### config.mk
export PLATFORM = sky130hd
export DESIGN_NAME = cdb_arbiter
export DESIGN_NICKNAME = d
export VERILOG_FILES = /design/src/rtl/cdb_arbiter.sv
export SDC_FILE = /design/constraint.sdc
export NUM_CORES = 1
export LEC_CHECK = 0
export BUFFER_PORTS_ARGS = -buffer_cell sky130_fd_sc_hd__buf_2
export CORE_ASPECT_RATIO = 0.8
export CORE_MARGIN = 2
export CORE_UTILIZATION = 56
export CTS_CLUSTER_DIAMETER = 80
export DETAILED_ROUTE_END_ITERATION = 10
export PLACE_DENSITY = 0.79
export SLEW_MARGIN = 10
export SYNTH_ARGS = -nofsm -noshare
export SYNTH_HDL_FRONTEND = slang
export SYNTH_SLANG_ARGS = --single-unit
### constraint.sdc
create_clock -name clk -period 4.65 [get_ports clk]
set_input_delay 0.465 -clock clk [delete_from_list [all_inputs] [get_ports clk]]
set_output_delay 0.465 -clock clk [all_outputs]
set_load 0.005 [all_outputs]
### src/rtl/cdb_arbiter.sv
`default_nettype none
// ============================================================================
//  Module   : cdb_arbiter
//  Purpose  : Common-data-bus arbiter for an out-of-order core. Buffers ALU
//             and memory-unit results in two small FIFOs and broadcasts one
//             result per cycle on a registered CDB. When both sources have
//             work, a priority pointer alternates between them.
//  Ports    : clk, rst (sync, active-low), flush (sync, active-high)
//             alu_valid/alu_tag/alu_data -> alu_ready   : ALU result input
//             mem_valid/mem_tag/mem_data -> mem_ready   : memory result input
//             cdb_stall                                  : consumer backpressure
//             cdb_valid/cdb_tag/cdb_data                 : registered broadcast
//             conflict_cnt                               : saturating contention count
//  Revision : 1.0  initial release
// ============================================================================
module cdb_arbiter #(
    parameter int DATA_W = 32,
    parameter int TAG_W  = 3,
    parameter int DEPTH  = 2
) (
    input  logic              clk,
    input  logic              rst,
    input  logic              flush,
    input  logic              alu_valid,
    input  logic [TAG_W-1:0]  alu_tag,
    input  logic [DATA_W-1:0] alu_data,
    output logic              alu_ready,
    input  logic              mem_valid,
    input  logic [TAG_W-1:0]  mem_tag,
    input  logic [DATA_W-1:0] mem_data,
    output logic              mem_ready,
    input  logic              cdb_stall,
    output logic              cdb_valid,
    output logic [TAG_W-1:0]  cdb_tag,
    output logic [DATA_W-1:0] cdb_data,
    output logic [15:0]       conflict_cnt
);

    localparam int               PTR_W    = (DEPTH > 1) ? $clog2(DEPTH) : 1;
    localparam int               CNT_W    = $clog2(DEPTH + 1);
    localparam logic [CNT_W-1:0] FULL_CNT = CNT_W'(DEPTH);
    localparam logic [PTR_W-1:0] PTR_ONE  = PTR_W'(1);
    localparam logic [15:0]      CNT_MAX  = 16'hFFFF;

    // Source index 0 is the ALU, index 1 is the memory unit.
    logic [1:0]        in_valid;
    logic [TAG_W-1:0]  in_tag    [2];
    logic [DATA_W-1:0] in_data   [2];
    logic [1:0]        not_full;
    logic [1:0]        not_empty;
    logic [1:0]        push;
    logic [1:0]        pop;
    logic [TAG_W-1:0]  head_tag  [2];
    logic [DATA_W-1:0] head_data [2];

    // High means the memory unit wins the next contended grant.
    logic prio_mem;
    logic grant_en;
    logic both_ne;
    logic grant_alu;
    logic grant_mem;

    assign in_valid   = {mem_valid, alu_valid};
    assign in_tag[0]  = alu_tag;
    assign in_tag[1]  = mem_tag;
    assign in_data[0] = alu_data;
    assign in_data[1] = mem_data;

    // Ready depends only on the current occupancy, never on a same-cycle pop,
    // so a full FIFO refuses input even while it is being drained.
    assign alu_ready = rst && not_full[0];
    assign mem_ready = rst && not_full[1];

    assign grant_en  = rst && !flush && !cdb_stall;
    assign both_ne   = &not_empty;
    assign grant_alu = grant_en && not_empty[0] && (!not_empty[1] || !prio_mem);
    assign grant_mem = grant_en && not_empty[1] && (!not_empty[0] ||  prio_mem);
    assign pop       = {grant_mem, grant_alu};

    for (genvar s = 0; s < 2; s++) begin : g_src
        logic [TAG_W-1:0]  tag_mem  [DEPTH];
        logic [DATA_W-1:0] data_mem [DEPTH];
        logic [PTR_W-1:0]  wr_ptr;
        logic [PTR_W-1:0]  rd_ptr;
        logic [CNT_W-1:0]  count;

        assign not_full[s]  = (count != FULL_CNT);
        assign not_empty[s] = (count != '0);
        // Tag 0 means "no result", so such offers are accepted and discarded.
        assign push[s]      = rst && !flush && in_valid[s] && not_full[s]
                              && (in_tag[s] != '0);
        assign head_tag[s]  = tag_mem[rd_ptr];
        assign head_data[s] = data_mem[rd_ptr];

        // Storage needs no reset: occupancy alone decides what is live.
        always_ff @(posedge clk) begin
            if (push[s]) begin
                tag_mem[wr_ptr]  <= in_tag[s];
                data_mem[wr_ptr] <= in_data[s];
            end
        end

        always_ff @(posedge clk) begin
            if (!rst || flush) begin
                wr_ptr <= '0;
                rd_ptr <= '0;
                count  <= '0;
            end else begin
                if (push[s]) begin
                    wr_ptr <= wr_ptr + PTR_ONE;
                end
                if (pop[s]) begin
                    rd_ptr <= rd_ptr + PTR_ONE;
                end
                count <= count + CNT_W'(push[s]) - CNT_W'(pop[s]);
            end
        end
    end

    always_ff @(posedge clk) begin
        if (!rst) begin
            cdb_valid    <= 1'b0;
            cdb_tag      <= '0;
            cdb_data     <= '0;
            prio_mem     <= 1'b1;
            conflict_cnt <= '0;
        end else if (flush) begin
            // Contention history survives a flush; only in-flight work dies.
            cdb_valid <= 1'b0;
            cdb_tag   <= '0;
            cdb_data  <= '0;
            prio_mem  <= 1'b1;
        end else if (!cdb_stall) begin
            if (grant_alu) begin
                cdb_valid <= 1'b1;
                cdb_tag   <= head_tag[0];
                cdb_data  <= head_data[0];
            end else if (grant_mem) begin
                cdb_valid <= 1'b1;
                cdb_tag   <= head_tag[1];
                cdb_data  <= head_data[1];
            end else begin
                cdb_valid <= 1'b0;
                cdb_tag   <= '0;
                cdb_data  <= '0;
            end
            // The pointer only moves when there was a real choice to make.
            if (both_ne) begin
                prio_mem <= ~prio_mem;
                if (conflict_cnt != CNT_MAX) begin
                    conflict_cnt <= conflict_cnt + 16'd1;
                end
            end
        end
    end

endmodule
`default_nettype wire

==> results.md <==
* Antenna viol nets, final at 0
* Core area at about 14,000 um^2
* P_leak at 3.32 nW
* Vias in the first global route at approximately 4.8k
* Rel. slew slack at 0.174
* DR pass1 iterations at 7
* Final hold viol count at 0
* Crit path capture type: flip-flop
* Post-CTS Setup Repair Bufs at 0
* DR vias/cell at roughly 5.9
* Commonest non-fill, non-tap cell in the layout: edfxtp_1
* Required time of the critical path at 4.74 ns
* Slowest-stage cell, CP: nor2b_4
* Maximum VDD drop at around 350 uV
* Layout Skew at 0.0156 ns
* Detail Placement HPWL at slightly above 10,000 um
* Placer Congestion at between 0.8 and 0.9
* Fillers at between 900 and 1k
* GRT Overall Usage at 0.222
* CP max FO at 46
* Crit path launch type: input pin
* Synth area leaders: edfxtp_1, dfxtp_1, mux2_2, a222oi_1, nor2_1
* Post-synth EDFFs at 140
* Most frequent cells in the layout: edfxtp_1, buf_2, mux2_2
* Synth area leader: edfxtp_1
* # IOs at 130
* Die X at approximately 140 um
* FFs w/ async S/R, synth at 0
* Synth Flop Type: edfxtp_1
* Vias at roughly 4.8k
* Fin. max-slew vios at 0
* Yosys warns at 0
* Fin crit period at about 2.5 ns
* Mapped Area at a little under 8000 um^2
* Status: finished clean
* Root buffer cell: clkbuf_16
* Iter 0 DRT Violations at approximately 600
* Worst-path clk slew at approximately 0.07 ns
* Port Buf Inserts at about 130
* Area Overhead vs Synth at 19.8%
* Final worst path period share at 0.533
* Final Setup Violations at 0
* Total Routed Length at around 16,000 um
* Min-delay worst type: input pin to flip-flop
* Setup TNS at 0 ns
* Mapped Avg Cell Area at around 15 um^2
* Crit path DAT at roughly 2.6 ns
* Starting density of the core at 0.573
* Die height at ~110 um
* Largest net degree at the start of global routing at 47
* CTS buffer count at 20
* Layout Nets at between 700 and 800
* Final Core Density at 0.686
* Grt ovf at 0
* Cts hold-fix bufs at 0
* Max cap viols at 0
* Clk Latency, worst-skew pair at approximately 0.48 ns
* H-tree depth at 1
* Area post-placement at roughly 8500 um^2
* Crit Path Category: input pin to flip-flop
* Post-CTS sizing at 0
* Achievable Freq at about 0.40 GHz
* Share of layout cells above drive strength 1 at 0.390
* DRC violations left at 0
* CTS tree: done
* Clock sinks at between 200 and 250
* RSZ-0062 raised after global routing: false
* Core Rows at 38
* Syn nets at around 590
* Design area at ~9300 um^2
* Worst path cell trace: buf_2, nand2b_2, buf_4, a2111oi_2, nor2b_4
* Yosys top cell area share at 0.544
* Die Area at approximately 15,000 um^2
* Mapped Cells at approximately 500
* Synth cell types at between 40 and 50
* Max Buffers Root-to-Sink at 3
* Synthesized flop and latch total at 203
* Wirelength per Cell at a little under 20 um
* Slowest stage delay, CP at 0.94 ns
* Antenna violations before repair at 1
* Final Total Pwr at 3.81 mW
* First-pass GRT wire length at 24,900 um
* Tightest Pin Transition at 1.23 ns
* Pwr dens at 412 nW/um^2
* Seq/Total Area, Yosys at 0.707
sequential cells by signal, indices dropped and copies added (netlist names), named ones only:
name and flops:
cdb_data 32, cdb_tag 3, cdb_valid 1, conflict_cnt 16
g_src.count 4, g_src.data_mem 128, g_src.rd_ptr 2, g_src.tag_mem 12
g_src.wr_ptr 2, prio_mem 1
per-stage QoR:
| stage | hold WS [ns] | setup slack, ns | instances |
|---|---|---|---|
| after floorplan | 0.481 | 1.15 | 506 |
| after global placement | 0.483 | 1.78 | 787 |
| after detailed placement | 0.492 | 1.67 | 787 |
| after CTS | 0.154 | 2.18 | 823 |
| after global routing | 0.156 | 2.03 | 824 |
| final | 0.170 | 2.17 | 825 |
cell type report:
cell class                      instances  area (um^2)  area share
Clock inverter                         15          198      0.0213
Sequential cell                       203         5470       0.590
Tap cell                              180          225      0.0243
Antenna cell                            2         5.00    0.000540
Inverter                                7         26.3     0.00284
Multi-Input combinational cell        265         2150       0.232
Timing Repair Buffer                  132          668      0.0721
Clock buffer                           21          526      0.0567
metal layers:
metal | share of wire | GRT usage
met1 | 0.41 | 0.287
met5 | 0 | 0
met4 | 0.020 | 0.0670
met2 | 0.49 | 0.385
met3 | 0.072 | 0.0428
cells by family (layout without fill, tap and decap cells):
kind of cell	after synthesis	in the layout	share of synthesized area
other	0	2	0
adders and majority gates	4	4	0.00647
and+or+nand+nor	106	106	0.0718
muxes	72	72	0.105
DFF	203	203	0.707
AOI/OAI and AO/OA	75	75	0.0812
xor gates and xnor gates	8	8	0.00906
buffers and inverters	38	175	0.0201
power breakdown:
| part | internal [mW] | leakage [nW] | total [mW] | switching, mW |
|---|---|---|---|---|
| sequential | 1.95 | 1.78 | 1.96 | 0.00864 |
| clock | 1.05 | 0.348 | 1.73 | 0.677 |
| combinational | 0.0496 | 1.20 | 0.117 | 0.0676 |
| total | 3.06 | 3.32 | 3.81 | 0.753 |
path summary, 6_finish.rpt:
| path | end | slack (ns) | cells after the start | startpoint |
|---|---|---|---|---|
| min reg2reg | conflict_cnt[8] | 0.51 | 2 | conflict_cnt[8] |
| max reg2reg | g_src[1].data_mem[0][17] | 2.21 | 3 | g_src[1].count[0] |
| max | g_src[1].data_mem[0][17] | 2.17 | 5 | flush |
| min | g_src[0].data_mem[0][27] | 0.17 | 1 | alu_data[27] |
worst max-delay path, delay by kind of cell:
kind                   cells  cell delay [ns]
buffers and inverters      2             0.40
and+or+nand+nor            2             1.10
AOI/OAI and AO/OA          1             0.58
Yosys cell counts (2+ instances only):
cell	number
a211oi_1	2
a21oi_1	14
a222oi_1	35
and2_1	6
and4_1	3
and4b_1	2
buf_1	2
buf_2	3
clkbuf_1	24
dfxtp_1	63
edfxtp_1	140
ha_1	4
inv_1	7
mux2_2	70
mux2i_1	2
nand2_1	9
nand2b_1	3
nand3_1	4
nand4_1	3
nor2_1	48
nor2b_1	3
nor3_1	4
nor4_1	5
o211ai_1	2
o21ai_0	4
o31ai_1	10
or3_1	2
or4_1	8
xnor2_1	6
xor2_1	2
(Power assumes the default switching activity.)
